--- src/rtl/dcache_snoop_responder.sv ---
`default_nettype none
// ============================================================================
// Module      : dcache_snoop_responder
// Description : Cache-side coherence agent. Answers snoops that the memory
//               controller issues through ccwait/ccsnoopaddr/ccinv: looks the
//               block up in the dcache frame arrays, encodes the result on
//               cctrans/ccwrite, supplies both block words on a hit, and then
//               cleans or invalidates the frame. Outside snoops the core's
//               own bus request is passed through on cctrans/ccwrite.
// Ports       : CLK, nRST           - clock (rising edge), async active-low reset
//               ccwait, ccinv,
//               ccsnoopaddr         - snoop hold, invalidate request, address
//               dwait               - low when the supplied word was accepted
//               cache_req, cache_rw - core bus request and write intent
//               frm_valid/dirty/
//               tag/data            - frame contents of set snp_idx
//               cctrans, ccwrite    - request pass-through / snoop response
//               snp_daddr,
//               snp_dstore          - address and data of supplied word
//               snp_active          - core stall / frame-write lockout
//               snp_idx             - set index for the frame lookup
//               upd_en/way/
//               valid/dirty         - one-cycle frame state update
// Revision    : 1.0 - initial release
// ============================================================================
module dcache_snoop_responder #(
  parameter  int SETS = 8,
  parameter  int WAYS = 2,
  localparam int IDXW = $clog2(SETS),
  localparam int TAGW = 32 - IDXW - 3,
  localparam int WAYW = $clog2(WAYS)
) (
  input  logic                 CLK,
  input  logic                 nRST,
  input  logic                 ccwait,
  input  logic                 ccinv,
  input  logic [31:0]          ccsnoopaddr,
  input  logic                 dwait,
  input  logic                 cache_req,
  input  logic                 cache_rw,
  input  logic [WAYS-1:0]      frm_valid,
  input  logic [WAYS-1:0]      frm_dirty,
  input  logic [WAYS*TAGW-1:0] frm_tag,
  input  logic [WAYS*64-1:0]   frm_data,
  output logic                 cctrans,
  output logic                 ccwrite,
  output logic [31:0]          snp_daddr,
  output logic [31:0]          snp_dstore,
  output logic                 snp_active,
  output logic [IDXW-1:0]      snp_idx,
  output logic                 upd_en,
  output logic [WAYW-1:0]      upd_way,
  output logic                 upd_valid,
  output logic                 upd_dirty
);

  localparam logic [2:0] IDLE    = 3'd0;
  localparam logic [2:0] LOOKUP  = 3'd1;
  localparam logic [2:0] SUPPLY0 = 3'd2;
  localparam logic [2:0] SUPPLY1 = 3'd3;
  localparam logic [2:0] RELEASE = 3'd4;

  logic [2:0]      r_state;
  logic [31:3]     r_addr;   // block address; byte/word offset is regenerated
  logic [WAYW-1:0] r_way;
  logic            r_hit;
  logic            r_dirty;
  logic            r_inv;

  // Word/byte offset of the snoop address is not needed once the block is known.
  logic w_unused_ok;
  assign w_unused_ok = ^ccsnoopaddr[2:0];

  // --------------------------------------------------------------------------
  // Tag compare on the latched address. Iterating from the top way down lets
  // the lowest hitting way win if several ways (illegally) match.
  // --------------------------------------------------------------------------
  logic            w_hit;
  logic [WAYW-1:0] w_way;
  logic            w_hit_dirty;

  always_comb begin
    w_hit = 1'b0;
    w_way = '0;
    for (int w = WAYS - 1; w >= 0; w--) begin
      if (frm_valid[w] && (frm_tag[w*TAGW +: TAGW] == r_addr[31:IDXW+3])) begin
        w_hit = 1'b1;
        w_way = WAYW'(w);
      end
    end
    w_hit_dirty = w_hit & frm_dirty[w_way];
  end

  logic [63:0] w_blk;
  assign w_blk = frm_data[{r_way, 6'd0} +: 64];

  // A dirty supplier must wait for the bus to take each word; a clean
  // supplier's data is redundant with memory, so it just paces one per cycle.
  logic w_word_done;
  assign w_word_done = ~r_dirty | ~dwait;

  // --------------------------------------------------------------------------
  // State register
  // --------------------------------------------------------------------------
  always_ff @(posedge CLK or negedge nRST) begin
    if (!nRST) begin
      r_state <= IDLE;
      r_addr  <= '0;
      r_way   <= '0;
      r_hit   <= 1'b0;
      r_dirty <= 1'b0;
      r_inv   <= 1'b0;
    end else begin
      case (r_state)
        IDLE: begin
          if (ccwait) begin
            r_addr  <= ccsnoopaddr[31:3];
            r_inv   <= ccinv;
            r_way   <= '0;
            r_hit   <= 1'b0;
            r_dirty <= 1'b0;
            r_state <= LOOKUP;
          end
        end
        LOOKUP: begin
          r_inv <= r_inv | ccinv;
          if (!ccwait) begin
            r_state <= IDLE;
          end else begin
            r_way   <= w_way;
            r_hit   <= w_hit;
            r_dirty <= w_hit_dirty;
            r_state <= w_hit ? SUPPLY0 : RELEASE;
          end
        end
        SUPPLY0: begin
          r_inv <= r_inv | ccinv;
          if (!ccwait)         r_state <= IDLE;
          else if (w_word_done) r_state <= SUPPLY1;
        end
        SUPPLY1: begin
          r_inv <= r_inv | ccinv;
          if (!ccwait)         r_state <= IDLE;
          else if (w_word_done) r_state <= RELEASE;
        end
        RELEASE: begin
          r_inv <= r_inv | ccinv;
          if (!ccwait) r_state <= IDLE;
        end
        default: r_state <= IDLE;
      endcase
    end
  end

  // --------------------------------------------------------------------------
  // Output decode
  // --------------------------------------------------------------------------
  logic            w_cctrans;
  logic            w_ccwrite;
  logic [31:0]     w_daddr;
  logic [31:0]     w_dstore;
  logic [IDXW-1:0] w_idx;
  logic            w_upd_en;
  logic            w_inv_now;

  assign w_inv_now = r_inv | ccinv;

  always_comb begin
    w_cctrans = 1'b0;
    w_ccwrite = 1'b0;
    w_daddr   = '0;
    w_dstore  = '0;
    w_upd_en  = 1'b0;
    w_idx     = r_addr[IDXW+2:3];
    case (r_state)
      IDLE: begin
        w_idx     = ccsnoopaddr[IDXW+2:3];
        w_cctrans = cache_req & ~ccwait;
        w_ccwrite = cache_rw & cache_req & ~ccwait;
      end
      LOOKUP: begin
        // miss -> 10, clean hit -> 00, dirty hit -> 11
        w_cctrans = ~w_hit | w_hit_dirty;
        w_ccwrite = w_hit_dirty;
      end
      SUPPLY0: begin
        w_cctrans = r_dirty;
        w_ccwrite = r_dirty;
        w_daddr   = {r_addr[31:3], 3'b000};
        w_dstore  = w_blk[31:0];
      end
      SUPPLY1: begin
        w_cctrans = r_dirty;
        w_ccwrite = r_dirty;
        w_daddr   = {r_addr[31:3], 3'b100};
        w_dstore  = w_blk[63:32];
      end
      RELEASE: begin
        // A clean, still-valid frame needs no change, so no strobe for it.
        w_upd_en = r_hit & ~ccwait & (w_inv_now | r_dirty);
      end
      default: ;
    endcase
  end

  // All outputs, including the input-driven pass-through paths, are held
  // low while reset is asserted.
  assign cctrans    = nRST & w_cctrans;
  assign ccwrite    = nRST & w_ccwrite;
  assign snp_daddr  = nRST ? w_daddr  : '0;
  assign snp_dstore = nRST ? w_dstore : '0;
  assign snp_active = nRST & ((r_state != IDLE) | ccwait);
  assign snp_idx    = nRST ? w_idx : '0;
  assign upd_en     = nRST & w_upd_en;
  assign upd_way    = upd_en ? r_way : '0;
  assign upd_valid  = upd_en & ~w_inv_now;
  assign upd_dirty  = 1'b0;

endmodule
`default_nettype wire

--- config.mk ---
export PLATFORM = sky130hd
export DESIGN_NAME = dcache_snoop_responder
export DESIGN_NICKNAME = d
export VERILOG_FILES = /design/src/rtl/dcache_snoop_responder.sv
export SDC_FILE = /design/constraint.sdc
export NUM_CORES = 1
export LEC_CHECK = 0
export ABC_AREA = 1
export BUFFER_PORTS_ARGS = -buffer_cell sky130_fd_sc_hd__buf_2
export CORE_AREA = 2 2 115 117
export DETAILED_ROUTE_END_ITERATION = 12
export DIE_AREA = 0 0 117 119
export GPL_TIMING_DRIVEN = 0
export PLACE_DENSITY = 0.68
export SYNTH_ARGS = -nofsm -noshare
export SYNTH_HDL_FRONTEND = slang
export SYNTH_SLANG_ARGS = --single-unit
--- constraint.sdc ---
create_clock -name CLK -period 3.8 [get_ports CLK]
set_input_delay 0.76 -clock CLK [delete_from_list [all_inputs] [get_ports CLK]]
set_output_delay 0.76 -clock CLK [all_outputs]
set_load 0.03 [all_outputs]
=== After elaboration in Yosys (flattened, before gate mapping) ===
Cells that the tools add are included.
Widths: inputs -> output; s select.

* Flip-flop bits (word level): 36
* Latch bits: 0
* RAM bits: 0
* ROM bits: 0
* Input bits: 223
* Memories kept: 0

* $add $sub $neg: 0
* Multipliers: 0
* Div/mod/pow operators: 0
* Magnitude comparators: 1
* Equality and inequality tests: 11
* Shift-type cells: 1
* Mux-type cells: 33
* Bitwise logic cells: 21
* Reduce and logical (&&, ||, !) cells: 12

{| class="wikitable"
|+ Operators by type and width
! operator !! number
|-
| $pmux 32 s2 || 2
|-
| $shiftx 128x8->64 || 1
|-
| $mux 32 || 2
|-
| $eq 26x26->1 || 2
|-
| $mux 3 || 10
|-
| $pmux 3 s5 || 1
|-
| $mux 1 || 12
|-
| $and 1x1->1 || 11
|-
| $pmux 1 s2 || 4
|-
| $eq 3x2->1 const B || 2
|-
| $ne 2x2->1 const B || 3
|-
| $ne 3x3->1 const B || 2
|-
| $pmux 1 s3 || 2
|-
| $not 1->1 || 5
|-
| $or 1x1->1 || 5
|-
| $reduce_and 2->1 || 2
|-
| $reduce_and 4->1 || 1
|-
| $reduce_bool 2->1 || 2
|-
| $reduce_or 4->1 || 1
|-
| $eq 3x1->1 const B || 1
|-
| $eq 3x3->1 const B || 1
|-
| $logic_not 3->1 || 1
|-
| $reduce_and 3->1 || 1
|-
| $reduce_bool 3->1 || 1
|-
| 3 further kinds || 4
|}

=== Logic depth before layout (Yosys ltp) ===
Gate-level depths: netlist (run 1).

* Depth in word-level cells: 10
* Gate-level depth with buffers: 14

=== Worst setup path after synthesis (run 1) ===
Ideal clock, no wire load.

* Path type: in2out
* From: in ccwait
* To: out upd_valid
* Arrival time: 2,378 ps
* Required time: 3,040 ps
* Setup slack: 662 ps
* Stages: 6
* Path buffers: 1
* Cells stage by stage: clkbuf_1 inv_1 nand3_1 nor2_1 inv_1 nor3_1

* Cells in the longest elaborated chain, start to end: 6

{| class="wikitable"
|+ RTL lines
! element !! RTL line !! source
|-
| start: declaration || 35 || <nowiki>input logic ccwait,</nowiki>
|-
| $not 1->1 || 200 || <nowiki>w_upd_en = r_hit & ~ccwait & (w_inv_now | r_dirty);</nowiki>
|-
| $and 1x1->1 (2 in a row) || 200 ||
|-
| $mux 1 || 175 || <nowiki>case (r_state)</nowiki>
|-
| $and 1x1->1 || 214 || <nowiki>assign upd_en = nRST & w_upd_en;</nowiki>
|-
| net upd_en || 51 || <nowiki>output logic upd_en,</nowiki>
|-
| $and 1x1->1 || 216 || <nowiki>assign upd_valid = upd_en & ~w_inv_now;</nowiki>
|-
| end: declaration || 53 || <nowiki>output logic upd_valid,</nowiki>
|}

The timed path passes the listed nets, and every way through them passes these cells.

=== Worst setup path after layout (run 1) ===
* From: in nRST
* To: out snp_dstore[20]

* Cells in the longest elaborated chain, start to end: 1

{| class="wikitable"
|+ RTL lines
! element !! RTL line !! source
|-
| start: declaration || 34 || <nowiki>input logic nRST,</nowiki>
|-
| $mux 32 || 211 || <nowiki>assign snp_dstore = nRST ? w_dstore : '0;</nowiki>
|-
| end: declaration || 48 || <nowiki>output logic [31:0] snp_dstore,</nowiki>
|}

No other way between the ends.

==> results of run 1 <==
==> state kept, by name, summed over array words and instances (netlist names) <==
signal	count
r_inv	1
r_hit	1
r_addr	29
r_way	1
r_state	3
r_dirty	1
==> power groups by stage <==
stage	Combinational [mW]	Clock, mW	Sequential (mW)
after floorplan	0.867	0	0.679
after global placement	1.26	0	0.709
after detailed placement	1.27	0	0.713
after CTS	1.28	0.481	0.711
after global routing	1.45	0.497	0.737
final	1.29	0.476	0.711
==> worst max-delay path by stage <==
stage | depth (start not counted) | end | startpoint
after global routing | 5 | snp_dstore[20] | nRST
after CTS | 5 | snp_dstore[20] | nRST
after global placement | 5 | snp_dstore[20] | nRST
final | 5 | snp_dstore[20] | nRST
after detailed placement | 5 | snp_dstore[20] | nRST
after floorplan | 6 | upd_valid | ccwait
==> final cells by class <==
class                      instances  share of cell area, %
buffer                            36                  2.782
clock buffer                       6                  2.107
clock inverter                     2                 0.5728
inverter                          94                  5.769
multi-input combinational        674                  46.75
sequential                        36                  14.73
tap                              176                  3.601
timing repair buffer             289                  23.69
==> cells in the final DEF, fill, tap and decap left out, types with 2 or more instances in the layout <==
cell | netlist | routed
conb_1 | 1 | 3
nand4_1 | 13 | 13
clkbuf_16 | 0 | 5
nor3_1 | 5 | 5
buf_4 | 4 | 4
buf_1 | 2 | 2
buf_6 | 2 | 2
a21oi_1 | 40 | 40
inv_1 | 65 | 65
nand3_1 | 16 | 16
clkbuf_1 | 24 | 25
xnor2_1 | 15 | 15
nor2_1 | 74 | 74
o21ai_0 | 40 | 40
nand2_2 | 4 | 4
nand2_1 | 444 | 444
inv_2 | 25 | 25
buf_2 | 3 | 291
nand2_4 | 2 | 2
clkinv_1 | 4 | 4
nand3_2 | 2 | 2
dfrtp_1 | 36 | 36
nor2_2 | 5 | 5
o21ai_1 | 2 | 2
nor2_4 | 3 | 3
==> routing by layer <==
| metal | vias to the layer above | track usage [%] |
|---|---|---|
| met4 | 0 | 5.441 |
| met2 | 277 | 38.80 |
| li1 | 3136 | - |
| met3 | 28 | 4.020 |
| met5 | - | 0 |
| met1 | 2744 | 36.21 |
==> stage by stage <==
| stage | utilization [%] | area (um^2) | total power [mW] |
|---|---|---|---|
| floorplan | - | 4283 | 1.546 |
| global placement | 46.21 | 5949 | 1.970 |
| detailed placement | 46.21 | 5949 | 1.985 |
| CTS | 47.48 | 6113 | 2.469 |
| global route | 47.50 | 6116 | 2.689 |
| finish | 47.50 | 6116 | 2.479 |
==> cells by family after synthesis <==
family / synth area share (%)
AO/OA/AOI/OAI: 10.27
XOR/XNOR: 3.073
buffers and inverters: 12.23
flip-flops: 21.07
other: 0.08771
AND/OR/NAND/NOR: 53.26
==> repair_timing <==
item,in CTS,in global routing
endpoints found under the setup margin,0,60
gates resized for setup,0,1
hold buffers,0,0
hold endpoints to repair,0,0
==> metrics.txt, run 1 <==
fraction of layout cells with a size suffix above 1 30.52%; Detail Route Antenna Nets 0; DP Wirelength 15,040 um; period utilization 90.97%; post-synthesis average cell area between 5 and 6 um^2; Multi-input gate area 2859 um^2; Sw Ratio 47.09%; non-filler cells in the finished layout approximately 1.3k; top_reg_cell synth dfrtp_1; CORE AREA 12,870 um^2; CTS tree yes; clk buf depth 2; Final nets about 1.4k; Critical Path RT 3.04 ns; vias in the first global route 5,484; Seq cells post-synth 36; first-pass GRT wire length 27,250 um; Port Buffers around 290; Die Span Y 119 um; Yosys warning total 0; Initial Util 33.21%; DIE AREA 13,920 um^2; Final Hold Violating Endpoints 0; R2R depth 9; sequential share of power 28.7%; worst-path fanout max 43; leakage power around 3.6 nW; FF-to-FF setup slack between 1.5 and 2 ns; Pint 1.312 mW; Die X 117 um; Max Slew Vio Count 0; peak supply drop 0.2453 mV; register area 900.9 um^2; f_max 289.3 MHz; gp weighted congestion 0.9382; Area Growth Syn to Fin 43.05%; top cells by area, synth nand2_1, dfrtp_1, nor2_1; H-tree levels 2; CP max stage delay 0.50 ns; pre-CTS setup slack 0.009144 ns; M1 WL 8334 um; total negative slack 0 ns; post-synth top area share 38.98%; Clk network pwr share 19.2%; total gr overflow 0; n_diodes 0; skew final 0.003649 ns; fin crit period 3.457 ns; Via density 4.711; Post CTS Setup Buffer Count 0; unrepaired setup endpoints after global routing false; status finished clean; Synth area leader nand2_1; Root Driver clkbuf_16; combinational power share 52.1%; worst r2r src r_addr[24]; post-synth cell types 31; worst setup path class in -> out; CTS sink cnt 36; clk_lat worst skew 0.28 ns; Syn Inst Count 838; Setup crit end kind output port; fillers 1,472; CP max-delay cell clkbuf_4; DR vias 6,185; cell family with most CP delay buffers and inverters; cts bufs inserted 5; Post-synth EDFFs 0; largest net degree at the start of global routing 44; worst-margin pin slew around 0.6 ns; first-pass iteration count of the detailed router 6; r2r endpoint r_state[2]; most common cell in the netlist nand2_1; Async SR Flop Fraction 100.0%; CP Cell Sequence clkbuf_4 -> nand3_1 -> clkbuf_1 -> a21oi_1 -> buf_2; Hold WC Path Type in -> async; Final setup viols 0; Rel. slew slack 59.87%; Max Used Layer met4; IO Pins between 200 and 300; critical path arrival 2.70 ns; Routed WL per cell 13.81 um; power per cell area approximately 410 nW/um^2; cell row count 42; max_cap viols 0; Tot GR Track Use 24.93%; post-synthesis sequential area ratio a little over a fifth; met2 WL 7889 um; Worst Setup Start Kind primary input; dpl cells 1,305; met3 WL 1580 um; hold slack 0.5061 ns; CP Buf/Inv Count 3; Final Routed Wirelength 18,130 um; DRT iter0 DRCs 393; synthesized cell area 4275 um^2; Commonest cells post-synth nand2_1, nor2_1, inv_1, a21oi_1, o21ai_0; final worst slack around 0.34 ns; Psw 1.167 mW; initial antenna violation count 0; DRC Markers 0; Worst-path clk slew 0.06 ns
No activity file was read; power rests on OpenSTA's default activity.
==> run 2, diff against run 1 <==
==> constraint.sdc (replaced) <==
create_clock -name CLK -period 3.8 [get_ports CLK]
set_input_delay 0.38 -clock CLK [delete_from_list [all_inputs] [get_ports CLK]]
set_output_delay 0.38 -clock CLK [all_outputs]
set_load 0.03 [all_outputs]
==> run 2 against run 1 <==
  * Final cell count unchanged
  * Wire length about the same
  * Sequential share of layout area about the same
  * Hold slack got worse by 0.25 ns
  * Count of clock-buffer cells in the layout unchanged
  * Combinational power about the same
  * Critical path type unchanged
  * Largest power group unchanged
  * Highest routed layer unchanged
==> metrics.txt, run 2 (synthesized netlist as in run 1, its figures left out) <==
Area Growth Syn to Fin 42.99%; Sw Ratio 47.06%; Initial Util between 30% and 40%; Via density ~4.7; pre-CTS setup slack 0.7691 ns; # hold bufs at CTS 0; fin crit period 3.030 ns; leading cell type in the layout, fill and taps excluded nand2_1; Max Slew Vio Count 0; R2R depth 7; Final nets approximately 1.4k; Hold WC Path Type in -> async; hold slack 0.2542 ns; unrepaired setup endpoints after global routing false; post_cts resized 0; Worst Setup Start Kind primary input; fraction of layout cells with a size suffix above 1 30.52%; Routed WL per cell around 14 um; Final Routed Wirelength 18,140 um; Rel. slew slack 34.02%; design area 6113 um^2; sequential share of power 28.7%; worst-margin pin slew 0.9898 ns; CTS sink cnt 36; DIE AREA about 14,000 um^2; CP max stage delay about 0.73 ns; Psw 1.166 mW; worst r2r src r_state[1]; IO Pins between 200 and 300; skew final 0.003270 ns; peak supply drop ~0.25 mV; Die X 117 um; total gr overflow 0; n_diodes 0; DR vias roughly 6k; initial antenna violation count 0; DRC Markers 0; worst-path fanout max 43; Root Driver clkbuf_16; max_cap viols 0; period utilization 79.72%; H-tree levels 2; f_max around 330 MHz; Clk network pwr share 19.2%; Finished Core Util between 40% and 50%; placed cell areas 5949 um^2; gp weighted congestion roughly 0.94; status finished clean; combinational power share about 52%; CTS tree yes; Detail Route Antenna Nets 0; Final Hold Violating Endpoints 0; DP Wirelength about 15,000 um; r2r endpoint r_addr[21]; Largest regs r_addr: 29 flops, r_state: 3 flops; non-filler cells in the finished layout 1,313; FF-to-FF setup slack just under 2 ns; cell row count 42; dpl cells 1,305; Post CTS Setup Buffer Count 0; Setup crit end kind output port; Critical Path RT 3.42 ns; Pint 1.311 mW; most frequent cells in the layout nand2_1, buf_2, nor2_1, inv_1; Tot GR Track Use 24.93%; CP Cell Sequence buf_2 -> nand3_1 -> clkbuf_1 -> a21oi_1 -> buf_2; first-pass iteration count of the detailed router 5; leakage power 3.642 nW; largest net degree at the start of global routing 44; Worst-path clk slew 0.06 ns; final worst slack 0.7705 ns; CP max-delay cell buf_2; Port Buffers 289; Critical Path Most Common Cell buf_2; DRT iter0 DRCs 410; power per cell area 405.2 nW/um^2; Final setup viols 0; Reg with most FFs r_addr; cts bufs inserted 5; clk_lat worst skew 0.28 ns; Die Span Y 119 um; total negative slack 0 ns; max reg flops 29; first-pass GRT wire length between 20,000 and 30,000 um; vias in the first global route ~5.5k; worst setup path class in -> out; clk buf depth 2; CORE AREA 12,870 um^2; critical path arrival 2.65 ns; final total power 2.477 mW
==> run 2: how the worst max path moves through the flow <==
stage	startpoint	end	slack, ns	depth (start not counted)
after floorplan	r_state[0]	upd_valid	1.40	5
after global placement	nRST	snp_dstore[20]	0.76	5
after detailed placement	nRST	snp_dstore[20]	0.77	5
after CTS	nRST	snp_dstore[20]	0.77	5
after global routing	nRST	snp_dstore[20]	0.56	5
final	nRST	snp_dstore[20]	0.77	5
==> run 2: cell type report <==
class,instances,area (um^2)
Tap cell,176,220.2
Inverter,94,352.8
Clock inverter,2,35.03
Sequential cell,36,900.9
Buffer,36,170.2
Clock buffer,6,128.9
Timing Repair Buffer,289,1446
Multi-Input combinational cell,674,2859
Fill cell,1473,6761
==> run 2: critical path: cells and delay by family <==
family                 cells  cell delay [ns]
buffers and inverters      3             1.37
AND/OR/NAND/NOR            1             0.54
AO/OA/AOI/OAI              1             0.31
==> run 2: power by group through the flow <==
stage               Clock [mW]  Combinational (mW)  Sequential [mW]
finish                   0.475                1.29            0.711
global route             0.497                1.45            0.737
CTS                      0.481                1.28            0.711
detailed placement           0                1.27            0.713
global placement             0                1.26            0.709
floorplan                    0               0.867            0.679
==> run 2: routing by layer <==
metal,vias up,wire [um],track usage (%)
met5,-,0,0
met4,0,323,5.441
li1,3135,-,-
met3,28,1450,4.020
met2,265,7896,38.80
met1,2729,8465,36.21
